## src/rtl/timer_sched_pkg.sv

```systemverilog
// Shared types and constants for the periodic timer sequencer.
// Holds FSM states, CPU and timer register addresses, CTRL bit indices.
package timer_sched_pkg;

    typedef enum logic [2:0] {
        S_IDLE,
        S_WLO,
        S_WHI,
        S_RUN,
        S_ACK
    } state_t;

    localparam logic [1:0] A_RLO  = 2'd0;
    localparam logic [1:0] A_RHI  = 2'd1;
    localparam logic [1:0] A_PCNT = 2'd2;
    localparam logic [1:0] A_CTRL = 2'd3;

    localparam int CTRL_EN   = 0;
    localparam int CTRL_IRQ  = 1;
    localparam int CTRL_BUSY = 2;

    localparam logic [1:0] T_LO   = 2'd0;
    localparam logic [1:0] T_HI   = 2'd1;
    localparam logic [1:0] T_STAT = 2'd2;

    // The timer never expires on 0, so 0 is armed as 1.
    function automatic logic [15:0] eff_reload(input logic [15:0] r);
        return (r == 16'h0000) ? 16'h0001 : r;
    endfunction

endpackage

```

## src/rtl/timer_sched.sv

```systemverilog
// Periodic sequencer for the one-shot divisor timer; raises intr every PCNT periods.
// Ports: clk/rst_n; CPU slave AD/DI/DO/rw/cs; timer master t_AD/t_DO/t_rw/t_cs/t_intr; intr.
import timer_sched_pkg::*;

module timer_sched #(
    parameter logic [15:0] RELOAD_RST = 16'h0100,
    parameter logic [7:0]  PCNT_RST   = 8'h01
) (
    input  logic       clk,
    input  logic       rst_n,
    input  logic [1:0] AD,
    input  logic [7:0] DI,
    output logic [7:0] DO,
    input  logic       rw,
    input  logic       cs,
    output logic [1:0] t_AD,
    output logic [7:0] t_DO,
    output logic       t_rw,
    output logic       t_cs,
    input  logic       t_intr,
    output logic       intr
);

    state_t      state;
    state_t      state_nx;
    logic [15:0] reload;
    logic [15:0] reload_eff;
    logic [15:0] arm;
    logic [7:0]  pcnt;
    logic [7:0]  rem;
    logic        en;
    logic        irq;
    logic        from_run;
    logic        wr;
    logic        busy;
    logic        irq_set;

    logic [1:0]  t_ad_nx;
    logic [7:0]  t_do_nx;
    logic        t_rw_nx;
    logic        t_cs_nx;

    assign wr         = cs & ~rw;
    assign reload_eff = eff_reload(reload);
    assign busy       = (state == S_WLO) || (state == S_WHI) || (state == S_ACK);
    // rem==1 about to hit 0; rem==0 stands for 256 and just wraps to 255.
    assign irq_set    = (state == S_ACK) && from_run && (rem == 8'd1);
    assign intr       = irq;

    always_comb begin
        DO = 8'h00;
        unique case (AD)
            A_RLO:  DO = reload[7:0];
            A_RHI:  DO = reload[15:8];
            A_PCNT: DO = pcnt;
            A_CTRL: DO = {5'b0, busy, irq, en};
        endcase
    end

    // CPU-visible registers; an IRQ set beats a same-cycle CPU clear.
    always_ff @(posedge clk or negedge rst_n) begin
        if (!rst_n) begin
            reload <= RELOAD_RST;
            pcnt   <= PCNT_RST;
            en     <= 1'b0;
            irq    <= 1'b0;
        end else begin
            if (wr) begin
                unique case (AD)
                    A_RLO:  reload[7:0]  <= DI;
                    A_RHI:  reload[15:8] <= DI;
                    A_PCNT: pcnt         <= DI;
                    A_CTRL: begin
                        en <= DI[CTRL_EN];
                        if (DI[CTRL_IRQ]) irq <= 1'b0;
                    end
                endcase
            end
            if (irq_set) irq <= 1'b1;
        end
    end

    // Period counter; arm snapshots the reload so a CPU write mid-pair
    // cannot split the LO/HI bytes.
    always_ff @(posedge clk or negedge rst_n) begin
        if (!rst_n) begin
            rem      <= 8'h00;
            arm      <= 16'h0000;
            from_run <= 1'b0;
        end else begin
            if (state == S_IDLE && en)
                rem <= pcnt;
            else if (irq_set)
                rem <= pcnt;
            else if (state == S_ACK && from_run)
                rem <= rem - 8'd1;
            // ACK is only entered from RUN or IDLE.
            from_run <= (state == S_RUN);
            if (state_nx == S_WLO) arm <= reload_eff;
        end
    end

    always_ff @(posedge clk or negedge rst_n) begin
        if (!rst_n) state <= S_IDLE;
        else        state <= state_nx;
    end

    always_comb begin
        state_nx = state;
        unique case (state)
            S_IDLE: begin
                if (en)          state_nx = S_WLO;
                else if (t_intr) state_nx = S_ACK;
            end
            S_WLO: state_nx = S_WHI;
            S_WHI: state_nx = S_RUN;
            S_RUN: begin
                if (!en)         state_nx = S_IDLE;
                else if (t_intr) state_nx = S_ACK;
            end
            S_ACK: state_nx = (en && from_run) ? S_WLO : S_IDLE;
            default: state_nx = S_IDLE;
        endcase
    end

    // Bus outputs are decoded from the next state and registered, so
    // each access is one clean cycle aligned with its state.
    always_comb begin
        t_cs_nx = 1'b0;
        t_rw_nx = 1'b1;
        t_ad_nx = T_LO;
        t_do_nx = 8'h00;
        unique case (state_nx)
            S_WLO: begin
                t_cs_nx = 1'b1;
                t_rw_nx = 1'b0;
                t_ad_nx = T_LO;
                t_do_nx = reload_eff[7:0];
            end
            S_WHI: begin
                t_cs_nx = 1'b1;
                t_rw_nx = 1'b0;
                t_ad_nx = T_HI;
                t_do_nx = arm[15:8];
            end
            S_ACK: begin
                t_cs_nx = 1'b1;
                t_ad_nx = T_STAT;
            end
            default: ;
        endcase
    end

    always_ff @(posedge clk or negedge rst_n) begin
        if (!rst_n) begin
            t_cs <= 1'b0;
            t_rw <= 1'b1;
            t_AD <= T_LO;
            t_DO <= 8'h00;
        end else begin
            t_cs <= t_cs_nx;
            t_rw <= t_rw_nx;
            t_AD <= t_ad_nx;
            t_DO <= t_do_nx;
        end
    end

endmodule

```

## config.mk

```make
export PLATFORM = sky130hd
export DESIGN_NAME = timer_sched
export DESIGN_NICKNAME = d
export VERILOG_FILES = /design/src/rtl/timer_sched_pkg.sv /design/src/rtl/timer_sched.sv
export SDC_FILE = /design/constraint.sdc
export NUM_CORES = 1
export LEC_CHECK = 0
export ABC_AREA = 1
export CORE_MARGIN = 1.5
export CORE_UTILIZATION = 56
export DETAILED_ROUTE_END_ITERATION = 10
export DONT_BUFFER_PORTS = 1
export PLACE_DENSITY_LB_ADDON = 0.12
export REMOVE_ABC_BUFFERS = 1
export SKIP_LAST_GASP = 1
export SYNTH_ARGS = -nofsm -noshare
export SYNTH_HDL_FRONTEND = slang
export SYNTH_SLANG_ARGS = --single-unit
export TNS_END_PERCENT = 20
```

## constraint.sdc

```tcl
create_clock -name clk -period 1.4 [get_ports clk]
set_clock_uncertainty 0.2 [all_clocks]
set_input_delay 0.14 -clock clk [delete_from_list [all_inputs] [get_ports clk]]
set_output_delay 0.14 -clock clk [all_outputs]
set_load 0.02 [all_outputs]
```

## After elaboration in Yosys (flattened, before gate mapping)

Cells that the tools add are included.

- Flip-flop bits (word level): 66
- Bits of input ports: 15
- Output and inout bits: 21
- Word-level logic and storage cells: 65

- Add/sub/neg operators: 1
- Equality and inequality tests: 11
- Muxes and demuxes: 18
- Bitwise logic cells: 2
- Reductions and logical operators: 20

Operator list:

| operator | number |
|---|---|
| one-hot mux 8 bit (4 select lines) | 1 |
| two-way mux 8 bit | 3 |
| zero test 16 bit | 1 |
| two-way mux 16 bit | 1 |
| one-hot mux 8 bit (2 select lines) | 1 |
| one-hot mux 3 bit (5 select lines) | 1 |
| == test 3 x 2 -> 1 bit (second input constant) | 3 |
| two-way mux 3 bit | 3 |
| == test 8 x 1 -> 1 bit (second input constant) | 1 |
| AND reduction 2 bit | 4 |
| subtractor 8 x 1 -> 8 bit (second input constant) | 1 |
| two-way mux 1 bit | 7 |
| == test 3 x 1 -> 1 bit (second input constant) | 2 |
| == test 3 bit (second input constant) | 2 |
| nonzero test 2 bit | 3 |
| == test 2 bit (second input constant) | 2 |
| logical AND 1 bit | 4 |
| one-hot mux 2 bit (2 select lines) | 1 |
| zero test 3 bit | 1 |
| AND reduction 3 bit | 1 |
| nonzero test 3 bit | 1 |
| OR reduction 3 bit | 1 |
| == test 2 x 1 -> 1 bit (second input constant) | 1 |
| zero test 2 bit | 1 |
| 4 further kinds | 5 |

## Longest topological paths before layout

- Depth after elaboration: 6
- Depth in mapped cells: 9
- Gate-level depth less buffers: 9

## Least setup slack after synthesis

No wires, ideal clock.

- Path kind: reg-to-reg
- From: reg state[1]
- To: reg arm[14]
- Library setup time: 0.066 ns
- Arrival: 1.303 ns
- Required time: 1.134 ns
- Path slack: -0.168 ns
- Cell stages (with the launch flop): 9
- Path buffers: 1
- Period minus slack after synthesis: 1.568 ns
- Cells stage by stage: dfrtp_1 nor2_1 nand2_1 nor2_1 nand2_1 nand4_2 buf_4 nand3_1 nand2_1

- Elaborated cells between the ends (all ways): 10
- Classes of those cells: eq/ne: 5; mux: 4; reduce/logical: 1

RTL lines:

| what | line | RTL |
|---|---|---|
| from (decl) | timer_sched.sv:24 | `state_t state;` |
| from (signal assigned) | timer_sched.sv:105 | `else state <= state_nx;` |
| == test 3 bit, or another cell as far along | timer_sched.sv:110 | `unique case (state)` |
| one-hot mux 3 bit (5 select lines) * | timer_sched.sv:110 |  |
| named net state_nx[0] | timer_sched.sv:25 | `state_t state_nx;` |
| == test 3 x 1 -> 1 bit * | timer_sched.sv:99 | `if (state_nx == S_WLO) arm <= reload_eff;` |
| to (signal assigned) | timer_sched.sv:99 |  |
| to (decl) | timer_sched.sv:28 | `logic [15:0] arm;` |

The timed path passes the listed nets; every way through them passes the cells marked *.
A chain may end at the register's enable or synchronous reset.

## Worst setup path after layout

- From: reg state[1]
- To: out DO[2]

- Cells in the longest elaborated chain, start to end: 4
- Elaborated cells between the ends (all ways): 6
- Classes of those cells: eq/ne: 3; mux: 1; reduce/logical: 2

Ends and longest elaborated chain:

| what | line | RTL |
|---|---|---|
| == test 3 x 1 -> 1 bit or == test 3 x 2 -> 1 bit (tied branches) | timer_sched.sv:45 | `assign busy = (state == S_WLO) \|\| (state == S_WHI) \|\| (state == S_ACK);` |
| logical OR 1 bit | timer_sched.sv:45 |  |
| logical OR 1 bit * | timer_sched.sv:45 |  |
| one-hot mux 8 bit (4 select lines) * | timer_sched.sv:52 | `unique case (AD)` |
| to (decl) | timer_sched.sv:13 | `output logic [7:0] DO,` |

Every way passes the cells marked *; elsewhere a longest branch is shown, timed or not.

==> results_dict.tcl <==
set metrics [dict create \
    critPathLaunchType "flop" \
    cp-end-kind "primary output" \
    drt-total-wl_um 7300 \
    pin_count 36 \
    cp_common_cell "buf_6" \
    slowest_stage "dfrtp_1" \
    cts_buffer_depth 2 \
    grt_pass1_wl_um 11900 \
    n_antenna_cell 0 \
    numCtsBuffers 9 \
    timing.final.crit_share_pct 132 \
    io_buffers 0 \
    ctsHoldBuffers 13 \
    drt_iter0_drc 227 \
    slew_headroom_pct 79.5 \
    yosysWarnings 0 \
    die_area_um2 5390 \
    final_antenna_net_count 0 \
    clk_pin_slew_ns 0.07 \
    dp_hpwl_um 4780 \
    hold_ws_ns -0.711 \
    nNetsFinal 436 \
    cts_sinks 58 \
    max_freq_ghz 0.539 \
    start_util_pct 58.4 \
    maxCapViolCount 0 \
    syn_area_um2 2780 \
    tightest_slew_ns 0.306 \
    synthTopCellsByArea "dfrtp_1 50%, nand2_1 17%, nand3_1 6.7%, o21ai_0 5.2%, inv_1 4.7%" \
    hold_violations 58 \
    fin_ws_ns -0.455 \
    layout_common_cells "127 x nand2_1, 55 x dfrtp_1, 45 x buf_4" \
    cts_tree "done" \
    core_area_um2 4750 \
    crit_buf_inv 3 \
    layout_min_cycle_time_ns 1.85 \
    status "finished, violations left" \
    rr_startpoint "state[1]" \
    drv_slew 0 \
    remaining_drc_errors 0 \
    ir_drop_uv 1540 \
    num_vias 2645 \
    crit_required_ns 1.06 \
    syn2layout_area_growth_pct 30.5 \
    grt_max_degree 59 \
    layout_commonest_cell "nand2_1" \
    track_usage_pct 30.0 \
    slowest_delay_ns 0.42 \
    violations "negative hold slack, negative setup slack" \
    synth_cells 352 \
    yosys_register_bits 58 \
    cp_max_fo 3 \
    synth_area_leader_cell "dfrtp_1" \
    drive_gt1_share_pct 20.8 \
    syn_avg_cell_area_um2 7.89 \
    arrival_ns 1.51 \
    htree_levels 3 \
    netlist.area_leader.share_pct 49.5 \
    startpoint "state[1]" \
    reg2reg_slack_ns -0.39 \
    post-place-ws_ns -0.276 \
    hp-class "in -> async" \
    finalSetupViolations 38 \
    rows 25 \
    vias_per_cell 5.39 \
    grt_pass1_vias 2551 \
    rsz0062_at_grt "yes" \
    seq_area_frac_synth_pct 52.4 \
    place_congestion 0.828 \
    worstSkewPairLatency_ns 0.34 \
    die_y_um 73.4 \
    crit_type "reg -> out" \
    path_delay_family "buffers and inverters" \
    die_w_um 73.4 \
    dr.pass1.iters 5 \
    power_density_nw_per_um2 2130 \
    cts-root-buf "clkbuf_8" \
    antenna_found_initial 0 \
    leakage_uw 0.00188 \
    crit_chain "buf_6, nor2_4, nand2_2, buf_6, nand3_2, nand2_1, nand4_1, buf_4" \
    crit_cells 8 \
    wire_per_inst_um 14.9 \
    timing.rr.end "arm[12]" \
    grt.overflow.total 0 \
    ys_types 25 \
    worstRegToRegCells 10 \
]
[repair_timing]
action / 4_1_cts / 5_1_grt
setup endpoints to repair: 37 / 40
endpoints found under the hold margin: 86 / 58
gates resized for setup: 13 / 2
setup buffers: 4 / 3
pin swaps: 5 / 1
[cell families (layout without fill, tap and decap cells)]
group	Yosys count	after routing	synth area share, %
compound gates	36	36	7.43
fa+ha+maj	2	2	0.901
xor+xnor	2	2	0.631
flops	58	58	52.4
buf+inv	45	117	6.71
simple gates	209	209	31.9
[cell usage after synthesis (all sizes together)]
library cell  number
nand3             37
a21oi              2
dfrtp             55
buf                5
ha                 2
a31oi              1
xnor2              1
o21ai             29
o21bai             3
o31ai              1
nand3b             2
clkbuf             3
nor2              29
nand4              9
dfstp              3
nand2            132
xor2               1
clkinv             1
inv               36
[metal layers]
metal	share of wire, %	vias to the layer above	GRT usage [%]
met5	0	-	0
met4	2.2	0	12.3
met3	6.8	21	6.45
met2	49	124	48.1
met1	42	1242	39.6
li1	-	1258	-
[stage by stage]
stage / instance area (um^2) / std cells / total power [uW] / utilization [%] / TNS (ns)
after floorplan: 2730 / 344 / 4370 / - / -7.62
after global placement: 3180 / 455 / 5640 / 66.9 / -5.31
after detailed placement: 3180 / 455 / 5710 / 66.9 / -6.14
after CTS: 3600 / 488 / 7550 / 75.6 / -8.00
after global routing: 3630 / 491 / 8190 / 76.3 / -11.86
final: 3630 / 491 / 7710 / 76.3 / -9.71
[worst register-to-register path: cells and delay by family (launching register included)]
kind                   cells  cell delay (ns)
and+or+nand+nor            5             0.38
AOI/OAI and AO/OA          1             0.21
DFF                        1             0.41
buffers and inverters      4             0.53
[final cells by class]
class	count	area [um^2]
clock buffer	12	155
sequential	58	1460
clock inverter	4	50.0
timing repair buffer	64	562
fill	352	1130
tap	67	83.8
inverter	37	139
multi-input combinational	249	1180
[sequential cells by signal, indices dropped and copies added (netlist names), 2 cells and up]
| name | cells |
|---|---|
| t_DO | 8 |
| arm | 8 |
| state | 3 |
| t_AD | 2 |
| rem | 8 |
| reload | 16 |
| pcnt | 8 |
[power by group]
group / switching (uW) / leakage [uW] / internal [uW]
registers: 557 / 0.000738 / 2240
clock network: 674 / 0.0000986 / 916
logic: 1800 / 0.00104 / 1520
total: 3030 / 0.00188 / 4670
[worst max-delay path by stage]
stage	end	slack [ns]
6_report	DO[2]	-0.45
5_1_grt	DO[2]	-0.50
4_1_cts	DO[2]	-0.41
3_5_place_dp	arm[12]	-0.28
3_3_place_gp	arm[8]	-0.22
2_1_floorplan	arm[10]	-0.36
Power figures use the tool's default switching activity.
